**config.mk**
```make
export PLATFORM = sky130hd
export DESIGN_NAME = pwm_duty_decoder
export DESIGN_NICKNAME = d
export VERILOG_FILES = /design/src/rtl/pwm_duty_decoder.sv
export SDC_FILE = /design/constraint.sdc
export NUM_CORES = 1
export LEC_CHECK = 0
export ABC_AREA = 0
export ABC_CLOCK_PERIOD_IN_PS = 12500
export BUFFER_PORTS_ARGS = -buffer_cell sky130_fd_sc_hd__buf_2
export CAP_MARGIN = 20
export CORE_MARGIN = 1.5
export CORE_UTILIZATION = 40
export CTS_CLUSTER_DIAMETER = 60
export DETAILED_ROUTE_END_ITERATION = 8
export PLACE_DENSITY = 0.62
export REMOVE_ABC_BUFFERS = 1
export SLEW_MARGIN = 20
export SYNTH_ARGS = -nofsm -noshare
export SYNTH_HDL_FRONTEND = slang
export SYNTH_SLANG_ARGS = --single-unit
```
**constraint.sdc**
```tcl
create_clock -name clk -period 12.5 [get_ports clk]
set_input_delay 3.75 -clock clk [delete_from_list [all_inputs] [get_ports clk]]
set_output_delay 3.75 -clock clk [all_outputs]
set_load 0.01 [all_outputs]
```
**src/rtl/pwm_duty_decoder.sv**
```systemverilog
// pwm_duty_decoder: measures an incoming PWM waveform and reports its period,
// its high time and its duty cycle in 0..DUTY_STEP units. A restoring divider
// converts high_time*DUTY_STEP/period into a quotient, one bit per clock.
// If no rising edge arrives for TIMEOUT_CYCLES clocks, the input is treated
// as static.
module pwm_duty_decoder #(
    parameter int unsigned DUTY_STEP      = 200,
    parameter int unsigned TIMEOUT_CYCLES = 1_000_000
) (
    input  logic        clk,
    input  logic        reset_p,
    input  logic        pwm_in,
    output logic [31:0] duty,
    output logic [31:0] period_cnt,
    output logic [31:0] high_cnt,
    output logic        valid,
    output logic        timeout
);

    localparam logic [31:0] DUTY_W = 32'(DUTY_STEP);
    localparam logic [31:0] TMO_W  = 32'(TIMEOUT_CYCLES);

    typedef enum logic [1:0] {
        ST_IDLE  = 2'd0,
        ST_ARMED = 2'd1,
        ST_DIV   = 2'd2
    } state_t;

    // Input synchronizer and edge-detect delay stage
    logic        s1_q, s1_d, s2_q, s2_d, s3_q, s3_d;
    logic        pedge_s;

    // Free-running measurement counters
    logic [31:0] cnt_period_q, cnt_period_d;
    logic [31:0] cnt_high_q, cnt_high_d;

    // Capture, divider and FSM state
    state_t      state_q, state_d;
    logic [31:0] cap_p_q, cap_p_d;
    logic [31:0] cap_h_q, cap_h_d;
    logic [31:0] rem_q, rem_d;
    logic [31:0] quo_q, quo_d;
    logic [5:0]  iter_q, iter_d;

    // Registered outputs
    logic [31:0] duty_q, duty_d;
    logic [31:0] period_q, period_d;
    logic [31:0] high_q, high_d;
    logic        valid_q, valid_d;
    logic        timeout_q, timeout_d;

    // Divider datapath and control helpers
    logic [31:0] rem_shift_lo_s;
    logic        rem_ge_s;
    logic [31:0] rem_next_s;
    logic [31:0] quo_next_s;
    logic        timed_out_s;
    logic        tmo_hit_s;
    logic [31:0] static_duty_s;
    logic [31:0] dividend_s;

    // Synchronize pwm_in, detect rising edges, and run the period/high counters
    always_comb begin
        s1_d    = pwm_in;
        s2_d    = s1_q;
        s3_d    = s2_q;
        pedge_s = s2_q & ~s3_q;

        if (pedge_s) begin
            cnt_period_d = 32'd1;
            cnt_high_d   = 32'd1;
        end else begin
            if (cnt_period_q < TMO_W) begin
                cnt_period_d = cnt_period_q + 32'd1;
            end else begin
                cnt_period_d = cnt_period_q;
            end
            if (s2_q && (cnt_high_q < TMO_W)) begin
                cnt_high_d = cnt_high_q + 32'd1;
            end else begin
                cnt_high_d = cnt_high_q;
            end
        end
    end

    // Perform one restoring-division step. The partial remainder is always below
    // the divisor, so its 33rd bit is just rem_q[31] after the shift.
    always_comb begin
        rem_shift_lo_s = {rem_q[30:0], quo_q[31]};
        rem_ge_s       = rem_q[31] | (rem_shift_lo_s >= cap_p_q);
        if (rem_ge_s) begin
            rem_next_s = rem_shift_lo_s - cap_p_q;
        end else begin
            rem_next_s = rem_shift_lo_s;
        end
        quo_next_s = {quo_q[30:0], rem_ge_s};
    end

    // Run the FSM: arm, capture, divide, publish results and handle timeouts
    always_comb begin
        state_d   = state_q;
        cap_p_d   = cap_p_q;
        cap_h_d   = cap_h_q;
        rem_d     = rem_q;
        quo_d     = quo_q;
        iter_d    = iter_q;
        duty_d    = duty_q;
        period_d  = period_q;
        high_d    = high_q;
        valid_d   = 1'b0;
        timeout_d = timeout_q;

        // The high time stays below 2^24 and DUTY_STEP stays below 256, so the
        // product is exact in 32 bits.
        dividend_s    = cnt_high_q * DUTY_W;
        static_duty_s = s2_q ? DUTY_W : 32'd0;
        timed_out_s   = (state_q == ST_IDLE) && timeout_q;
        tmo_hit_s     = (cnt_period_q == TMO_W) && !pedge_s && !timed_out_s;

        case (state_q)
            ST_IDLE: begin
                if (pedge_s) begin
                    // The first edge only starts the counters. A rising line
                    // that was static still reports its new level.
                    state_d = ST_ARMED;
                    if (timed_out_s) begin
                        duty_d  = DUTY_W;
                        valid_d = 1'b1;
                    end else begin
                        valid_d = 1'b0;
                    end
                end else if (tmo_hit_s) begin
                    duty_d    = static_duty_s;
                    period_d  = 32'd0;
                    high_d    = 32'd0;
                    valid_d   = 1'b1;
                    timeout_d = 1'b1;
                end else if (timed_out_s && (s2_q != s3_q)) begin
                    duty_d  = static_duty_s;
                    valid_d = 1'b1;
                end else begin
                    state_d = ST_IDLE;
                end
            end
            ST_ARMED: begin
                if (pedge_s) begin
                    cap_p_d = cnt_period_q;
                    cap_h_d = cnt_high_q;
                    quo_d   = dividend_s;
                    rem_d   = 32'd0;
                    iter_d  = 6'd0;
                    state_d = ST_DIV;
                end else if (tmo_hit_s) begin
                    state_d   = ST_IDLE;
                    duty_d    = static_duty_s;
                    period_d  = 32'd0;
                    high_d    = 32'd0;
                    valid_d   = 1'b1;
                    timeout_d = 1'b1;
                end else begin
                    state_d = ST_ARMED;
                end
            end
            ST_DIV: begin
                // Edges arriving here reload the counters but are not captured.
                if (iter_q == 6'd32) begin
                    duty_d    = quo_q;
                    period_d  = cap_p_q;
                    high_d    = cap_h_q;
                    valid_d   = 1'b1;
                    timeout_d = 1'b0;
                    state_d   = ST_ARMED;
                end else begin
                    rem_d  = rem_next_s;
                    quo_d  = quo_next_s;
                    iter_d = iter_q + 6'd1;
                end
            end
            default: begin
                state_d = ST_IDLE;
            end
        endcase
    end

    // State and output registers, cleared asynchronously by reset_p
    always_ff @(posedge clk or posedge reset_p) begin
        if (reset_p) begin
            s1_q         <= 1'b0;
            s2_q         <= 1'b0;
            s3_q         <= 1'b0;
            cnt_period_q <= 32'd0;
            cnt_high_q   <= 32'd0;
            state_q      <= ST_IDLE;
            cap_p_q      <= 32'd0;
            cap_h_q      <= 32'd0;
            rem_q        <= 32'd0;
            quo_q        <= 32'd0;
            iter_q       <= 6'd0;
            duty_q       <= 32'd0;
            period_q     <= 32'd0;
            high_q       <= 32'd0;
            valid_q      <= 1'b0;
            timeout_q    <= 1'b0;
        end else begin
            s1_q         <= s1_d;
            s2_q         <= s2_d;
            s3_q         <= s3_d;
            cnt_period_q <= cnt_period_d;
            cnt_high_q   <= cnt_high_d;
            state_q      <= state_d;
            cap_p_q      <= cap_p_d;
            cap_h_q      <= cap_h_d;
            rem_q        <= rem_d;
            quo_q        <= quo_d;
            iter_q       <= iter_d;
            duty_q       <= duty_d;
            period_q     <= period_d;
            high_q       <= high_d;
            valid_q      <= valid_d;
            timeout_q    <= timeout_d;
        end
    end

    assign duty       = duty_q;
    assign period_cnt = period_q;
    assign high_cnt   = high_q;
    assign valid      = valid_q;
    assign timeout    = timeout_q;

endmodule

```
# --- Yosys cells after proc, flatten, opt, wreduce, memory -nomap -nowiden ---
# Cells that the tools add are included.
op_classes:
  n_addsub: 4
  n_mul: 1
  n_lt_le_gt_ge: 3
  n_eq_ne: 16
  muxes: 48
  n_bitwise: 3
  n_reduce_logical: 19
op_table:
  columns: ["op", "n"]
  rows:
  - ["32-bit 2-to-1 mux", 20]
  - ["32-bit case mux with 2 select lines", 4]
  - ["32-bit case mux with 3 select lines", 1]
  - ["32-bit by 1-bit adder with 32-bit output, second input constant", 2]
  - ["32-bit by 20-bit less-than comparator with 1-bit output, second input constant", 2]
  - ["32-bit by 20-bit == test with 1-bit output, second input constant", 1]
  - ["32-bit greater-or-equal comparator", 1]
  - ["32-bit by 5-bit multiplier with 29-bit output, second input constant", 1]
  - ["32-bit subtractor", 1]
  - ["6-bit 2-to-1 mux", 2]
  - ["2-bit != test, second input constant", 6]
  - ["6-bit case mux with 2 select lines", 1]
  - ["1-bit 2-to-1 mux", 11]
  - ["2-bit 2-to-1 mux", 5]
  - ["3-bit != test, second input constant", 3]
  - ["8-bit 2-to-1 mux", 1]
  - ["2-bit nonzero test", 4]
  - ["6-bit by 1-bit adder with 6-bit output, second input constant", 1]
  - ["6-bit == test, second input constant", 1]
  - ["2-bit case mux with 3 select lines", 1]
  - ["3-bit AND reduction", 2]
  - ["6-bit AND reduction", 1]
  - ["1-bit logical AND", 5]
  - ["4-bit by 3-bit != test with 1-bit output, second input constant", 1]
  - ["other kinds (15)", 16]
word_totals:
  ff_bits: 301
  out_inout_bits: 98

# --- Logic depth before layout (Yosys ltp) ---
depth:
  word_depth: 8
  depth_mapped: 17
  ltp_nobuf: 17

# --- Least setup slack after synthesis ---
# Ideal clock, no wire load.
synth_path:
  path_type: "flip-flop to output port"
  start: "reg timeout_q (netlist: timeout)"
  end: "out timeout"
  t_arrival_ps: 403
  setup_slack_ps: 8347
  path_stages_with_launch: 1
  n_path_buf: 0
  path_cell_list: "dfrtp_1"
synth_rtl:
  columns: ["element", "line_no", "text"]
  rows:
  - ["start: declaration", "50", "logic timeout_q, timeout_d;"]
  - ["start signal: assignment", "220", "timeout_q <= timeout_d;"]
  - ["end: declaration", "17", "output logic timeout"]
# No word-level cell between the ends.

# --- Final worst setup path ---
layout_path:
  start: "reg duty_q[27] (netlist: duty[27])"
  end: "out duty[27]"
layout_rtl:
  columns: ["element", "line_no", "text"]
  rows:
  - ["start: declaration", "46", "logic [31:0] duty_q, duty_d;"]
  - ["start signal: assignment", "216", "duty_q <= duty_d;"]
  - ["end: declaration", "13", "output logic [31:0] duty,"]
# No word-level cell between the ends.

==> impl_metrics.toml <==
[outcome]
status = "finished, final reports clean"

[min_path]
hold_path.class = "reg2reg"

[yosys]
ys_warn_count = 0
postSynth.asyncResetShare = 1.00
ys_types = 64
synth_edf_count = 0
synth_ff_type = "dfrtp_1"
yosysSeqAreaShare = 0.446
syn_area_um2 = 16900
syn_avg_cell_area_um2 = 9.39
ys_ff_latch = 301
syn_inst = 1798

[worst_setup_path]
crit_path_max_fanout = 2
critPathRequiredTime_ps = 8750
arrival_ps = 1170
worstSetupPathType = "reg2out"
crit_family = "flip-flops"
cp-end-kind = "primary output"
crit_path_start_kind = "flip-flop"
critPathMaxStageDelay_ps = 450
crit_slowest_cell = "dfrtp_1"
cp_num_buf_inv = 1
crit_chain = "buf_2"

[cells_and_area]
diodes = 0
layout.nets = 2023
final_cells = 2432
final_cell_mix = "dfrtp_1 (301), nand2_1 (237), inv_1 (189), o21ai_0 (137), ha_1 (124)"
drive_gt1_frac = 0.121
fillers = 4003
final_common_cell = "dfrtp_1"
synthToLayoutAreaGrowth_pct = 13.8
fin_util = 0.460
multi_input_area_um2 = 8390
register_area_um2 = 7530

[timing]
drv_slew = 0
fmax_mhz = 203
finalSetupViolations = 0
hold_viol = 0
fin_worst_skew_ps = 24.4
fin_crit_sh = 0.394
setup_tns_ps = 0
slew_headroom = 0.299
grt_setup_unrepaired = "no"
period_needed_ps = 4920
worstMarginPinSlew_ps = 1050

[power]
powerDensity_nw_per_um2 = 205
p_leak_nw = 9.77
ir_drop_uv = 259
power_mw = 3.94

[clocking]
h-tree-depth = 2
cts_hold_buf = 0
cts_made_buffers = 36
clk_pin_slew_ps = 60
clockRootBuffer = "clkbuf_16"
cts_resized = 0
cts_tree = "done"
cts_sinks = 301
clk_path_buf_depth = 3
clock_latency_ps = 550
cts_setup_buffers = 0

[floorplan]
io_pins = 101
die_y_um = 208
die_w_um = 208
core_area_um2 = 41800
start_util = 0.404
fp.dieArea_um2 = 43400
rows = 75

[route]
totalWireLength_mm = 39.0
drt_iter0_markers = 556
wl_per_cell_um = 16.0
vias_per_cell = 5.11
num_vias = 12434
drc = 0
ant_nets = 0
dr.pass1.iters = 5

[placement]
dp.cells = 2368
portBuffers = 100
dp_hpwl_mm = 27.0
gp_congestion = 0.865

[global_route]
grt_pass1_vias = 12667
grt_max_degree = 184
grt_use_total = 0.186
grt_pass1_wl_mm = 65.8
grt-ovfl-total = 0
grt_antenna_before_repair = 0

[job]
maxCapViolations = 0
## final timing paths
check                                    from  slack, ps               end  depth (start not counted)
min in group asynchronous             reset_p       3320    period_cnt[21]                          2
worst max-delay path                 duty[27]       7580          duty[27]                          1
worst max register to register  cnt_high_q[6]       8280         quo_q[29]                         16
max in group asynchronous             reset_p       7720  cnt_period_q[19]                          4
worst min register to register           s1_q        360              s2_q                          0
worst min-delay path                     s1_q        360              s2_q                          0
## final cells by class
type / instances / share of cell area
Multi-Input combinational cell: 1228 / 0.437
Inverter: 192 / 0.0379
Clock buffer: 44 / 0.0516
Sequential cell: 301 / 0.392
Timing Repair Buffer: 111 / 0.0333
Tap cell: 539 / 0.0351
Clock inverter: 17 / 0.0134
## cell usage after synthesis (3+ instances only)
cell / n / share of area
a211oi_1: 11 / 0.0049
a21boi_0: 4 / 0.0018
a21o_1: 31 / 0.014
a21oi_1: 74 / 0.022
a221o_1: 4 / 0.0024
a22oi_1: 3 / 0.0013
a31o_2: 3 / 0.0016
a31oi_1: 11 / 0.0041
a32oi_1: 10 / 0.0052
and3_1: 24 / 0.0089
buf_1: 3 / 0.00067
buf_2: 6 / 0.0018
clkbuf_1: 65 / 0.014
dfrtp_1: 301 / 0.45
fa_1: 24 / 0.028
ha_1: 126 / 0.093
inv_1: 190 / 0.042
mux2_2: 43 / 0.029
mux2i_1: 16 / 0.0095
nand2_1: 239 / 0.053
nand2b_1: 7 / 0.0026
nand3_1: 96 / 0.028
nand4_1: 14 / 0.0052
nor2_1: 102 / 0.023
nor2b_1: 25 / 0.0093
nor3_1: 14 / 0.0042
nor4_1: 9 / 0.0033
o211ai_1: 3 / 0.0013
o21a_1: 8 / 0.0036
o21ai_0: 137 / 0.041
o21ai_1: 11 / 0.0033
o21bai_1: 10 / 0.0044
o22ai_1: 3 / 0.0011
o31ai_1: 36 / 0.016
or3_1: 4 / 0.0015
xnor2_1: 61 / 0.032
xor2_1: 32 / 0.017
## metrics by stage
stage                     setup WS (ps)  area (um2)  hold WS (ps)
after floorplan                     432       16600           331
final                              7580       19200           359
after global placement             7030       17900           375
after detailed placement           6990       17900           373
after CTS                          7560       19100           370
after global routing               7390       19200           364
## state kept, by name (all words and copies together), names as in the netlist, 2 cells and up
register      flops
cap_h_q          32
high_cnt         32
cnt_high_q       32
quo_q            32
cnt_period_q     32
cap_p_q          32
period_cnt       32
state_q           2
duty             32
rem_q            32
iter_q            6
## metal layers
| layer | global-route usage | vias to the layer above | share of wire |
|---|---|---|---|
| met2 | 0.310 | 165 | 0.47 |
| met3 | 0.0276 | 57 | 0.032 |
| met5 | 0 | - | 0 |
| li1 | - | 6252 | - |
| met1 | 0.247 | 5960 | 0.48 |
| met4 | 0.0642 | 0 | 0.023 |
## cell families (layout without fill, tap and decap cells)
| group | count (synthesis) | count (layout) | synth area share |
|---|---|---|---|
| multiplexers | 59 | 59 | 0.0382 |
| buffers and inverters | 269 | 364 | 0.0614 |
| flip-flops | 301 | 301 | 0.446 |
| adder cells (fa/ha/maj) | 150 | 150 | 0.122 |
| AND/OR/NAND/NOR | 550 | 550 | 0.147 |
| XOR/XNOR | 93 | 93 | 0.0482 |
| AO/OA/AOI/OAI | 376 | 376 | 0.137 |
## report_power, final
group | internal [mW] | total [mW] | leakage [nW] | switching, mW
combinational | 0.655 | 1.67 | 5.02 | 1.01
clock | 0.689 | 1.11 | 0.617 | 0.419
sequential | 1.08 | 1.17 | 4.13 | 0.0892
Note: power is estimated with default switching activity, not from simulation.
